==> config.mk <==
export PLATFORM = sky130hd
export DESIGN_NAME = control_hazard_stall
export DESIGN_NICKNAME = d
export VERILOG_FILES = /design/src/rtl/control_hazard_stall.sv
export SDC_FILE = /design/constraint.sdc
export NUM_CORES = 1
export LEC_CHECK = 0
export CELL_PAD_IN_SITES_DETAIL_PLACEMENT = 1
export CELL_PAD_IN_SITES_GLOBAL_PLACEMENT = 2
export CORE_MARGIN = 5
export CORE_UTILIZATION = 26
export CTS_BUF_LIST = sky130_fd_sc_hd__clkbuf_4 sky130_fd_sc_hd__clkbuf_8
export DETAILED_ROUTE_END_ITERATION = 6
export PLACE_DENSITY = 0.8
export SYNTH_ARGS = -nofsm -noshare
export SYNTH_HDL_FRONTEND = slang
export SYNTH_SLANG_ARGS = --single-unit
==> constraint.sdc <==
create_clock -name clock_i -period 1.6 [get_ports clock_i]
set_input_delay 0.32 -clock clock_i [delete_from_list [all_inputs] [get_ports clock_i]]
set_output_delay 0.32 -clock clock_i [all_outputs]
set_load 0.005 [all_outputs]
==> src/rtl/control_hazard_stall.sv <==
// control_hazard_stall: pipeline hazard/stall sequencer for a 5-stage RISC-V core.
//   Inputs : clock_i, reset_i (async, active-high), ID source regs/uses, EX rd/load/
//            multicycle/div flags, branch_taken_i, MEM-stage dmem_req_i/dmem_ready_i.
//   Outputs: PC and pipeline-register write enables, IF/ID flush, ID/EX, EX/MEM and
//            MEM/WB bubbles, MUL/DIV start pulse, busy state and sticky memory timeout.
module control_hazard_stall #(
   parameter int MUL_LAT     = 3,
   parameter int DIV_LAT     = 33,
   parameter int MEM_TIMEOUT = 255
) (
   input  logic       clock_i,
   input  logic       reset_i,
   input  logic [4:0] ifid_rs1_i,
   input  logic [4:0] ifid_rs2_i,
   input  logic       ifid_uses_rs1_i,
   input  logic       ifid_uses_rs2_i,
   input  logic [4:0] idex_rd_i,
   input  logic       idex_memread_i,
   input  logic       idex_multicycle_i,
   input  logic       idex_is_div_i,
   input  logic       branch_taken_i,
   input  logic       dmem_req_i,
   input  logic       dmem_ready_i,
   output logic       pc_write_o,
   output logic       ifid_write_o,
   output logic       idex_write_o,
   output logic       exmem_write_o,
   output logic       ifid_flush_o,
   output logic       idex_bubble_o,
   output logic       exmem_bubble_o,
   output logic       memwb_bubble_o,
   output logic       mc_start_o,
   output logic       mc_busy_o,
   output logic       mem_error_o
);
   typedef enum logic {RUN, BUSY} state_t;
   state_t     state_q, state_d;
   logic [5:0] mc_cnt_q, mc_cnt_d;
   logic [9:0] mem_wait_q, mem_wait_d;
   logic       mem_error_q, mem_error_d;
   logic       mem_stall, load_use;
   assign mem_stall = dmem_req_i & ~dmem_ready_i;
   assign load_use  = idex_memread_i & (idex_rd_i != 5'd0) &
                      ((ifid_uses_rs1_i & (ifid_rs1_i == idex_rd_i)) |
                       (ifid_uses_rs2_i & (ifid_rs2_i == idex_rd_i)));
   // A memory stall freezes everything, including the multi-cycle sequencer.
   always_comb begin
      pc_write_o     = 1'b1;
      ifid_write_o   = 1'b1;
      idex_write_o   = 1'b1;
      exmem_write_o  = 1'b1;
      ifid_flush_o   = 1'b0;
      idex_bubble_o  = 1'b0;
      exmem_bubble_o = 1'b0;
      memwb_bubble_o = 1'b0;
      mc_start_o     = 1'b0;
      state_d        = state_q;
      mc_cnt_d       = mc_cnt_q;
      if (mem_stall) begin
         pc_write_o     = 1'b0;
         ifid_write_o   = 1'b0;
         idex_write_o   = 1'b0;
         exmem_write_o  = 1'b0;
         memwb_bubble_o = 1'b1;
      end else if (state_q == BUSY) begin
         if (mc_cnt_q != 6'd0) begin
            mc_cnt_d       = mc_cnt_q - 6'd1;
            pc_write_o     = 1'b0;
            ifid_write_o   = 1'b0;
            idex_write_o   = 1'b0;
            exmem_bubble_o = 1'b1;
         end else begin
            state_d = RUN;
         end
      end else if (idex_multicycle_i) begin
         // Start cycle plus the counted cycles plus release equals LAT.
         mc_start_o     = 1'b1;
         mc_cnt_d       = idex_is_div_i ? 6'(DIV_LAT - 2) : 6'(MUL_LAT - 2);
         state_d        = BUSY;
         pc_write_o     = 1'b0;
         ifid_write_o   = 1'b0;
         idex_write_o   = 1'b0;
         exmem_bubble_o = 1'b1;
      end else if (branch_taken_i) begin
         ifid_flush_o  = 1'b1;
         idex_bubble_o = 1'b1;
      end else if (load_use) begin
         pc_write_o    = 1'b0;
         ifid_write_o  = 1'b0;
         idex_bubble_o = 1'b1;
      end
   end
   always_comb begin
      mem_wait_d  = !mem_stall ? 10'd0 :
                    (mem_wait_q == 10'(MEM_TIMEOUT)) ? mem_wait_q : mem_wait_q + 10'd1;
      mem_error_d = mem_error_q | (mem_wait_d == 10'(MEM_TIMEOUT));
   end
   always_ff @(posedge clock_i or posedge reset_i) begin
      if (reset_i) begin
         state_q     <= RUN;
         mc_cnt_q    <= 6'd0;
         mem_wait_q  <= 10'd0;
         mem_error_q <= 1'b0;
      end else begin
         state_q     <= state_d;
         mc_cnt_q    <= mc_cnt_d;
         mem_wait_q  <= mem_wait_d;
         mem_error_q <= mem_error_d;
      end
   end
   assign mc_busy_o   = (state_q == BUSY);
   assign mem_error_o = mem_error_q;
endmodule
==> summary.md <==
| Metric | Value |
|---|---|
| Core ar. | 4720 sq um |
| Clock sinks | 18 |
| Post-placement setup slack | -1.03 ns |
| HP Class | in -> async |
| Clock buffer depth | 2 |
| Crit-path slowest cell | dfrtp_1 |
| Commonest non-fill, non-tap cell in the layout | buf_4 |
| TritonRoute pass-1 iters | 4 |
| Crit Path Max Fanout | 2 |
| Slew Viols, Final | 0 |
| # rows | 25 |
| Syn Nets | 169 |
| Post-synthesis compound-gate area fraction | 0.209 |
| Fmax | 524 MHz |
| Post-synthesis area per instance | around 8.9 sq um |
| Synth warn | 0 |
| CP Data Required Time | 1.28 ns |
| Die H | between 70 and 80 microns |
| Count of max-cap constraint violations | 0 |
| Final hold vios | 0 |
| Sequential area share after synthesis | 0.358 |
| Post-layout minimum cycle time | 1.91 ns |
| Vias | 1422 |
| R2R Setup Slk | -0.16 ns |
| Nets | 255 |
| IO Port Bufs | 35 |
| Top-area cell type share of the netlist area | 0.358 |
| Unique masters post-synth | 44 |
| Failing checks | setup timing |
| Synth Register Bits | 18 |
| Final period util | 1.19 |
| Dpl cell area | around 1900 sq um |
| Post-route setup slack | -0.307 ns |
| First-pass GRT wire length | 7620 microns |
| Cells after synthesis | around 140 |
| Per-cell routed wire length | 16.7 microns |
| Gr usage total | 0.152 |
| Clock skew | 0.00563 ns |
| DRC | 0 |
| Root Buffer | clkbuf_8 |
| Starting DRT DRC Count | 26 |
| CTS tree | built |
| DR vias/cell | 4.85 |
| Worst-skew pair later-pin latency | 0.26 ns |
| Antenna violations before repair | 0 |
| Pwr dens | 843 nW/um^2 |
| Final setup fails | 8 |
| Synthesized-area fraction occupied by adder cells | 0.0298 |
| Die width | 79.6 microns |
| Commonest cells after routing, fill and taps aside | buf_4, buf_6, dfrtp_1, a21oi_1, buf_2 |
| Setup TNS | -1.46 ns |
| Finished layout cell area | between 2000 and 2500 sq um |
| Largest net degree at the start of global routing | 19 |
| Largest family of logic cells by synthesized area | simple AND/OR/NAND/NOR gates |
| Multiplexer share of the synthesized area | 0 |
| Vias in the first global route | 1592 |
| Status | finished, violations left |
| Num ports | 36 |
| Starting density of the core | 0.266 |
| Arrival @ worst endpoint | around 1.6 ns |
| Antenna Nets Post-Route | 0 |
| Worst setup SP type | register |
| Worst Setup End Kind | output port |
| Fraction of layout cells with a size suffix above 1 | 0.558 |
| Synth area leaders | dfrtp_1, xor2_1, a21oi_1 |
| Unrepaired setup endpoints after global routing | yes |
| Cell Chain, Critical Path | inv_2 -> ha_4 -> and2_4 -> a31oi_4 -> nor2_2 -> buf_4 -> o31a_1 -> buf_2 |
| WS Path Type | reg -> out |
| H-tree depth | 1 |
| Final Hold Slack | 0.403 ns |
| Wirelength, routed | 4910 microns |
| Yosys top cell by area | dfrtp_1 |
| Clock transition at the registers of the reported paths | 0.08 ns |
| Antenna Cells | 0 |
| Placer congestion estimate | 0.852 |
| Num CTS Buffers | 3 |
| Post-detail-place hpwl | 3280 microns |
| Post-synthesis simple-gate area fraction | 0.247 |
| Post-synthesis cell area | 1260 sq um |
| Worst vdd ir | 389 uV |
| Leakage | 1.04 nW |
| Tightest Pin Transition | around 0.57 ns |
| Slew headroom | 0.614 |
| Post-synthesis xor/xnor area fraction | 0.0974 |
| Worst path max stage delay | 0.40 ns |
| Area Growth Syn to Fin | 83.8% |
| GR Overflow Total | 0 |
| Overall Power | 1.95 mW |
| Die Area | 6330 sq um |
## layer usage
metal / up-vias / share of wire / GRT usage
met5: - / 0 / 0
met4: 0 / 0.016 / 0.0533
met3: 6 / 0.044 / 0.0214
met2: 36 / 0.52 / 0.291
met1: 703 / 0.42 / 0.168
li1: 677 / - / -
## per-stage QoR
stage,cells,utilization
floorplan,141,-
detailed placement,266,0.400
CTS,287,0.453
global route,293,0.490
global placement,266,0.400
finish,293,0.490
## cells in the mapped netlist (all sizes together)
| cell type | number |
|---|---|
| a211o | 1 |
| a211oi | 1 |
| a21boi | 2 |
| a21o | 2 |
| a21oi | 12 |
| a22oi | 2 |
| a2bb2oi | 1 |
| a311oi | 2 |
| a31oi | 5 |
| a41o | 1 |
| and2 | 3 |
| and3 | 6 |
| and4 | 2 |
| buf | 5 |
| clkbuf | 2 |
| clkinv | 1 |
| dfrtp | 18 |
| ha | 3 |
| inv | 7 |
| nand2 | 10 |
| nand2b | 1 |
| nand3 | 5 |
| nand4 | 2 |
| nand4b | 1 |
| nor2 | 13 |
| nor2b | 1 |
| nor3 | 3 |
| nor3b | 1 |
| nor4 | 2 |
| nor4b | 1 |
| o211ai | 1 |
| o21ai | 5 |
| o221ai | 1 |
| o22a | 2 |
| o31a | 1 |
| or4 | 1 |
| xnor2 | 5 |
| xor2 | 9 |
## logic make-up (layout without fill, tap and decap cells)
| family | Yosys count | in the layout |
|---|---|---|
| compound gates | 39 | 39 |
| xor+xnor | 14 | 14 |
| simple gates | 52 | 52 |
| buf+inv | 15 | 100 |
| flops | 18 | 18 |
| fa+ha+maj | 3 | 3 |
## power by group
part,internal [mW],switching (mW)
combinational,0.532,0.442
clock,0.219,0.169
sequential,0.533,0.0563
total,1.28,0.667
## final cells by class
type	instances	area (sq um)
sequential	18	455
timing repair buffer	88	728
fill	530	2410
inverter	8	40.0
multi-input combinational	108	951
clock buffer	4	55.1
tap	67	83.8
## worst paths after layout
kind	endpoint	start	cells after the start
setup / recovery	ifid_write_o	mc_cnt_q[0]$_DFFE_PP0P_	8
hold / removal	mem_wait_q[4]$_DFF_PP0_	reset_i	3
setup reg to reg	mc_cnt_q[5]$_DFFE_PP0P_	mc_cnt_q[0]$_DFFE_PP0P_	7
hold reg to reg	mem_error_o$_DFF_PP0_	mem_error_o$_DFF_PP0_	1
max in group asynchronous	mc_busy_o$_DFFE_PP0N_	reset_i	3
min in group clock_i	mem_error_o$_DFF_PP0_	mem_error_o$_DFF_PP0_	1
## worst max-delay path, delay by kind of cell (launching register included)
kind | cells | cell delay (ns)
DFF | 1 | 0.40
buffers and inverters | 3 | 0.33
and+or+nand+nor | 2 | 0.27
AOI/OAI and AO/OA | 2 | 0.21
adders and majority gates | 1 | 0.13
## what timing repair did
| item | in CTS | in global routing |
|---|---|---|
| cloned | 0 | 0 |
| gates resized for setup | 129 | 36 |
| buffers inserted | 17 | 11 |
| setup endpoints to repair | 16 | 15 |
| hold buffers | 0 | 0 |
| pin swaps | 30 | 13 |
## sequential cells by signal, summed over array words and instances, names as in the netlist
signal and flops:
mem_wait_q 10, mc_busy_o 1, mem_error_o 1, mc_cnt_q 6
Note: power is estimated with default switching activity, not from simulation.
